--- config.mk ---
export PLATFORM = sky130hd
export DESIGN_NAME = astropix_layer_emulator
export DESIGN_NICKNAME = d
export VERILOG_FILES = /design/src/rtl/astropix_layer_emulator.sv
export SDC_FILE = /design/constraint.sdc
export NUM_CORES = 1
export LEC_CHECK = 0
export CORE_MARGIN = 2
export CORE_UTILIZATION = 60
export CTS_BUF_LIST = sky130_fd_sc_hd__clkbuf_2
export CTS_CLUSTER_SIZE = 25
export DETAILED_ROUTE_END_ITERATION = 7
export PLACE_DENSITY = 0.78
export SLEW_MARGIN = 20
export SYNTH_ARGS = -nofsm -noshare
export SYNTH_HDL_FRONTEND = slang
export SYNTH_SLANG_ARGS = --single-unit
--- constraint.sdc ---
create_clock -name clk_core -period 6.8 [get_ports clk_core]
set_clock_uncertainty 0.15 [all_clocks]
set_input_delay 1.02 -clock clk_core [delete_from_list [all_inputs] [get_ports clk_core]]
set_output_delay 1.02 -clock clk_core [all_outputs]
set_load 0.02 [all_outputs]
--- src/rtl/astropix_layer_emulator.sv ---
// AstroPix chip-side emulator: buffers AXI-Stream readout frames and shifts them out
// on 2-bit MISO to the layer SPI master, deserialising MOSI into configuration bytes.
module astropix_layer_emulator #(
   parameter int unsigned LAYER_ID  = 0,
   parameter int unsigned AWIDTH    = 6,
   parameter logic [7:0]  IDLE_BYTE = 8'hBC
) (
   input  logic        clk_core,
   input  logic        clk_core_rst,
   input  logic [7:0]  s_axis_tdata,
   input  logic        s_axis_tlast,
   input  logic        s_axis_tvalid,
   output logic        s_axis_tready,
   input  logic        spi_clk,
   input  logic        spi_csn,
   input  logic        spi_mosi,
   output logic [1:0]  spi_miso,
   output logic        interruptn,
   output logic [7:0]  mosi_m_axis_tdata,
   output logic        mosi_m_axis_tvalid,
   output logic [31:0] stat_frames_sent,
   output logic [7:0]  stat_layer_id
);

   localparam int unsigned DEPTH = 1 << AWIDTH;
   localparam int unsigned CW    = AWIDTH + 1;

   typedef enum logic [1:0] {
      ST_IDLE,
      ST_LOAD,
      ST_SHIFT
   } tx_state_e;

   // ---------------------------------------------------------------------------
   // SPI input synchronisers: [0],[1] are the 2-FF synchroniser, [2] the edge register.
   // ---------------------------------------------------------------------------
   logic [2:0] sclk_sync_q;
   logic [2:0] csn_sync_q;
   logic [2:0] mosi_sync_q;

   // NOTE: the synchronisers are deliberately left out of reset so that a chip select
   // already low when reset is released does not produce a spurious falling edge.
   always_ff @(posedge clk_core) begin
      sclk_sync_q <= {sclk_sync_q[1:0], spi_clk};
      csn_sync_q  <= {csn_sync_q[1:0],  spi_csn};
      mosi_sync_q <= {mosi_sync_q[1:0], spi_mosi};
   end

   logic sclk_rise, sclk_fall, csn_fall, csn_rise, csn_low, mosi_bit;

   assign sclk_rise = sclk_sync_q[1] & ~sclk_sync_q[2];
   assign sclk_fall = ~sclk_sync_q[1] & sclk_sync_q[2];
   assign csn_fall  = ~csn_sync_q[1] & csn_sync_q[2];
   assign csn_rise  = csn_sync_q[1] & ~csn_sync_q[2];
   assign csn_low   = ~csn_sync_q[1];
   assign mosi_bit  = mosi_sync_q[2];

   // ---------------------------------------------------------------------------
   // Frame buffer
   // ---------------------------------------------------------------------------
   logic [8:0]        mem_q [DEPTH];
   logic [AWIDTH-1:0] wr_ptr_q, rd_ptr_q;
   logic [CW-1:0]     count_q, count_d;
   logic [CW-1:0]     frames_q, frames_d;
   logic              tready_q, tready_d;
   logic              wr_en, pop;
   logic [8:0]        head;

   assign wr_en = s_axis_tvalid & tready_q;
   assign head  = mem_q[rd_ptr_q];

   // NOTE: storage is not reset; the pointers and count alone define what is valid.
   always_ff @(posedge clk_core) begin
      if (wr_en) begin
         mem_q[wr_ptr_q] <= {s_axis_tlast, s_axis_tdata};
      end
   end

   assign count_d  = count_q + CW'(wr_en) - CW'(pop);
   assign frames_d = frames_q + CW'(wr_en & s_axis_tlast) - CW'(pop & head[8]);
   assign tready_d = (count_d != CW'(DEPTH));

   // ---------------------------------------------------------------------------
   // TX state machine and next-byte selection
   // ---------------------------------------------------------------------------
   tx_state_e   state_q, state_d;
   logic [7:0]  shreg_q, shreg_d;
   logic [1:0]  bitcnt_q, bitcnt_d;
   logic [7:0]  hold_q, hold_d;
   logic        hold_tlast_q, hold_tlast_d;
   logic        hold_valid_q, hold_valid_d;
   logic        in_frame_q, in_frame_d;
   logic        select_next;
   logic        frame_done;
   logic        interruptn_q;
   logic [31:0] frames_sent_q;

   // NOTE: every signal assigned here gets a default first, so no path can infer a latch.
   always_comb begin
      state_d      = state_q;
      shreg_d      = shreg_q;
      bitcnt_d     = bitcnt_q;
      hold_d       = hold_q;
      hold_tlast_d = hold_tlast_q;
      hold_valid_d = hold_valid_q;
      in_frame_d   = in_frame_q;
      select_next  = 1'b0;
      frame_done   = 1'b0;
      pop          = 1'b0;

      unique case (state_q)
         ST_IDLE: begin
            if (csn_fall) begin
               state_d     = ST_LOAD;
               select_next = ~hold_valid_q;
            end
         end
         ST_LOAD: begin
            shreg_d  = hold_q;
            bitcnt_d = 2'd0;
            state_d  = ST_SHIFT;
         end
         ST_SHIFT: begin
            if (sclk_fall) begin
               shreg_d  = {2'b00, shreg_q[7:2]};
               bitcnt_d = bitcnt_q + 2'd1;
               if (bitcnt_q == 2'd3) begin
                  frame_done   = hold_tlast_q;
                  hold_valid_d = 1'b0;
                  select_next  = 1'b1;
                  state_d      = ST_LOAD;
               end
            end
         end
         default: state_d = ST_IDLE;
      endcase

      // An open frame keeps draining even if its tlast has not arrived yet.
      if (select_next) begin
         hold_valid_d = 1'b1;
         if (((frames_q != '0) || in_frame_q) && (count_q != '0)) begin
            pop          = 1'b1;
            hold_d       = head[7:0];
            hold_tlast_d = head[8];
            in_frame_d   = ~head[8];
         end else begin
            hold_d       = IDLE_BYTE;
            hold_tlast_d = 1'b0;
         end
      end

      if (csn_rise) begin
         state_d  = ST_IDLE;
         bitcnt_d = 2'd0;
      end
   end

   // NOTE: sequential state uses non-blocking assignments only, so every register
   // samples values from before the edge regardless of statement order.
   always_ff @(posedge clk_core) begin
      if (clk_core_rst) begin
         state_q       <= ST_IDLE;
         shreg_q       <= '0;
         bitcnt_q      <= '0;
         hold_q        <= '0;
         hold_tlast_q  <= 1'b0;
         hold_valid_q  <= 1'b0;
         in_frame_q    <= 1'b0;
         wr_ptr_q      <= '0;
         rd_ptr_q      <= '0;
         count_q       <= '0;
         frames_q      <= '0;
         tready_q      <= 1'b0;
         interruptn_q  <= 1'b1;
         frames_sent_q <= '0;
      end else begin
         state_q      <= state_d;
         shreg_q      <= shreg_d;
         bitcnt_q     <= bitcnt_d;
         hold_q       <= hold_d;
         hold_tlast_q <= hold_tlast_d;
         hold_valid_q <= hold_valid_d;
         in_frame_q   <= in_frame_d;
         count_q      <= count_d;
         frames_q     <= frames_d;
         tready_q     <= tready_d;
         interruptn_q <= ~((frames_q != '0) || in_frame_q);
         if (wr_en) begin
            wr_ptr_q <= wr_ptr_q + AWIDTH'(1);
         end
         if (pop) begin
            rd_ptr_q <= rd_ptr_q + AWIDTH'(1);
         end
         if (frame_done) begin
            frames_sent_q <= frames_sent_q + 32'd1;
         end
      end
   end

   // ---------------------------------------------------------------------------
   // RX deserialiser (LSB first); partial bytes are dropped when csn goes high.
   // ---------------------------------------------------------------------------
   logic [7:0] rxreg_q;
   logic [2:0] rxcnt_q;
   logic [7:0] rx_tdata_q;
   logic       rx_tvalid_q;

   always_ff @(posedge clk_core) begin
      if (clk_core_rst) begin
         rxreg_q     <= '0;
         rxcnt_q     <= '0;
         rx_tdata_q  <= '0;
         rx_tvalid_q <= 1'b0;
      end else begin
         rx_tvalid_q <= 1'b0;
         if (!csn_low) begin
            rxcnt_q <= '0;
         end else if (sclk_rise) begin
            rxreg_q <= {mosi_bit, rxreg_q[7:1]};
            rxcnt_q <= rxcnt_q + 3'd1;
            if (rxcnt_q == 3'd7) begin
               rx_tdata_q  <= {mosi_bit, rxreg_q[7:1]};
               rx_tvalid_q <= 1'b1;
            end
         end
      end
   end

   assign s_axis_tready      = tready_q;
   assign spi_miso           = (state_q == ST_SHIFT) ? shreg_q[1:0] : 2'b00;
   assign interruptn         = interruptn_q;
   assign mosi_m_axis_tdata  = rx_tdata_q;
   assign mosi_m_axis_tvalid = rx_tvalid_q;
   assign stat_frames_sent   = frames_sent_q;
   assign stat_layer_id      = 8'(LAYER_ID);

endmodule
==> results.tsv <==
stage	metric	value	unit
drt	dr.pass1.iters	6	
flow_run	cap_violations	0	
sta	fin_crit_sh	67.00	%
placement	routabilityCongestion	0.9033	
finish	drive_above_1_share	23.82	%
drt	viasPerCell	6.043	
finish	syn2layout_area_growth	9.546	%
logic_synthesis	async_flop_share	0	%
pwr	combPwrFrac	11.6	%
setup_path	cp-start-kind	flop	
die	dieArea	47320	um^2
setup_path	worst_ep_arrival_time	5660	ps
die	core_area	45190	um^2
pwr	p_int	6.248	mW
cts	clk_latency	1380	ps
pwr	power_frac_seq	56.1	%
placement	dp_slack	2316	ps
placement	numPortBuffers	59	
logic_synthesis	synthTopCellsByArea	edfxtp_1 (63%), mux4_2 (11%), dfxtp_1 (8.6%)	
cts	path_clk_slew	100	ps
logic_synthesis	ys_seq_elements	693	
logic_synthesis	yosysWarnings	0	
drt	drc_errors	0	
die	std_cell_rows	78	
die	die_h	217.5	um
cts	post_cts_resized	0	
placement	dpl.cell_count	2192	
sta	hold_violations	0	
die	io_pins	68	
global_routing	overflow	0	
sta	grt_setup_unrepaired	no	
cts	root_buffer	clkbuf_2	
cts	clock_path_buffers	3	
die	start_util	60.54	%
logic_synthesis	synth_common_cells	edfxtp_1 (576), nor2_1 (160), mux4_2 (129)	
global_routing	antenna_found_initial	2	
global_routing	grtUsageTotal	25.01	%
global_routing	grt_pass1_wl	87530	um
sta	fmax	219.5	MHz
logic_synthesis	ys_seq_area_share	71.79	%
logic_synthesis	synthFlopType	edfxtp_1	
cts	cts_tree	yes	
hold_path	holdPathStages	1	
outcome	status	finished clean	
pwr	peakVddDrop	0.1933	mV
pwr	p_leak	9.653	nW
cts	h-tree-depth	4	
drt	drt-initial-drc-count	1514	
finish	fill_cells	3041	
logic_synthesis	synthCells	1602	
pwr	clockPowerShare	32.4	%
logic_synthesis	synth_edf_count	576	
cts	cts-buffers-inserted	167	
logic_synthesis	synth_top_area_cell	edfxtp_1	
hold_path	hp-class	primary input to flop	
sta	setup_tns	0	ps
pwr	switching_share	26.05	%
sta	setup_slack	2244	ps
finish	post-route-util	66.32	%
setup_path	worstPathMaxFanout	54	
die	die_width	217.5	um
global_routing	grt_pass1_vias	15260	
setup_path	reg2regPathDepth	16	
cts	cts_sinks	693	
logic_synthesis	netlist.area_leader.share	63.23	%
logic_synthesis	netlist_area	27350	um^2
sta	drv_slew	0	
logic_synthesis	avgSynthCellArea	17.08	um^2
drt	via_count	15100	
logic_synthesis	yosys.cell_types.count	62	
finish	nets	1805	
drt	wl	57040	um
placement	dp_hpwl	34770	um
setup_path	rrSetupSlack	2240	ps
sta	tightest_slew	1112	ps
pwr	powerDensity	281.9	nW/um^2
finish	fin_cells	2498	
pwr	switchingPower	2.200	mW
sta	period_minus_slack	4556	ps
setup_path	crit_path_end_kind	flop	
logic_synthesis	synth_most_common_cell	edfxtp_1	
setup_path	worstSetupPathType	flop to flop	
drt	wl_per_cell	22.83	um
drt	ant_nets	0	
setup_path	required	7910	ps
global_routing	grt_max_degree	87	
sta	final-setup-viol-count	0	
sta	max_slew_margin	25.62	%
placed cells by master, fill, tap and decap left out, drive strengths merged, types with 5 or more instances in the layout:
master | Yosys | final
nand3 | 22 | 22
o21bai | 5 | 5
nand4 | 8 | 8
ha | 23 | 23
diode | 0 | 9
a221o | 5 | 5
o21ai | 19 | 19
inv | 16 | 21
dfxtp | 117 | 117
a311oi | 5 | 5
a21oi | 41 | 41
nand2 | 80 | 80
mux4 | 129 | 129
clkbuf | 36 | 258
a22o | 10 | 10
conb | 1 | 8
clkdlybuf4s50 | 0 | 49
nand2b | 13 | 13
a22oi | 34 | 34
buf | 53 | 23
nor2 | 162 | 162
nor3 | 18 | 18
and2 | 8 | 8
xnor2 | 31 | 31
edfxtp | 576 | 576
and3 | 7 | 7
mux2i | 58 | 58
or3 | 9 | 9
clkinv | 0 | 26
a211oi | 13 | 13
and4 | 6 | 6
xor2 | 16 | 16
nor2b | 25 | 25
mux2 | 11 | 11
cell type report:
class | count | area [um^2] | area share, %
Sequential cell | 693 | 19650 | 65.57
Multi-Input combinational cell | 811 | 7246 | 24.18
Clock buffer | 258 | 1291 | 4.309
Tap cell | 600 | 750.7 | 2.505
Timing Repair Buffer | 76 | 705.7 | 2.355
Clock inverter | 35 | 240.2 | 0.8017
Inverter | 16 | 60.06 | 0.2004
Antenna cell | 9 | 22.52 | 0.07516
worst paths after layout:
kind                                 startpoint        endpoint
worst min-delay path            s_axis_tdata[7]    mem_q[39][7]
worst min register to register   mosi_sync_q[1]  mosi_sync_q[2]
worst max register to register             flop     frames_q[6]
worst max-delay path                       flop     frames_q[6]
power groups by stage:
stage	Sequential, mW	Clock (mW)	Combinational [mW]
floorplan	4.79	0	0.753
global placement	4.83	0	0.944
detailed placement	4.84	0	0.971
CTS	4.74	2.80	0.979
global route	4.75	3.01	1.07
finish	4.74	2.73	0.976
stage by stage:
| stage | hold WS, ps | total power [mW] | instance area, um^2 |
|---|---|---|---|
| floorplan | 159.6 | 5.538 | 27380 |
| global route | -20.90 | 8.829 | 29960 |
| global placement | 168.4 | 5.778 | 28340 |
| CTS | 53.91 | 8.515 | 29930 |
| finish | 64.97 | 8.448 | 29970 |
| detailed placement | 169.0 | 5.807 | 28360 |
metal layers:
layer | vias up | share of wire [%] | global-route usage, %
li1 | 6686 | - | -
met1 | 7634 | 41 | 34.46
met2 | 659 | 48 | 38.23
met3 | 117 | 8.4 | 6.736
met4 | 0 | 2.9 | 10.50
met5 | - | 0 | 0
logic make-up after synthesis:
| logic type | count (synthesis) | synth area share (%) |
|---|---|---|
| AOI/OAI and AO/OA | 157 | 4.048 |
| xor gates and xnor gates | 47 | 1.505 |
| adders and majority gates | 25 | 1.198 |
| buffers and inverters | 105 | 1.862 |
| DFF | 693 | 71.79 |
| muxes | 198 | 13.20 |
| other | 1 | 0.01371 |
| and+or+nand+nor | 376 | 6.385 |
worst max-delay path, cell delays in order, from the launching register on:
cell and delay (ps):
dfxtp_4 910, buf_4 570, mux2i_1 150, a22oi_1 190
o211ai_1 130, and4_1 230, o22ai_2 330, ha_1 200
inv_1 40, ha_1 190, fa_1 400, a21oi_1 150
o21bai_1 100, a21oi_1 150, nor2_1 70, or3_1 350
a21oi_1 140
flip-flops by register name (all words and copies together), names as in the netlist, 6 cells and up, named ones only:
signal / flops
count_q: 7
frames_q: 7
hold_q: 8
mem_q: 576
mosi_m_axis_tdata: 8
rd_ptr_q: 6
rxreg_q: 7
shreg_q: 8
stat_frames_sent: 32
wr_ptr_q: 6
timing repair:
action | 4_1_cts | 5_1_grt
setup buffers | 0 | 0
endpoints found under the hold margin | 39 | 0
hold buffers | 4 | 0
No activity file was read; power rests on OpenSTA's default activity.
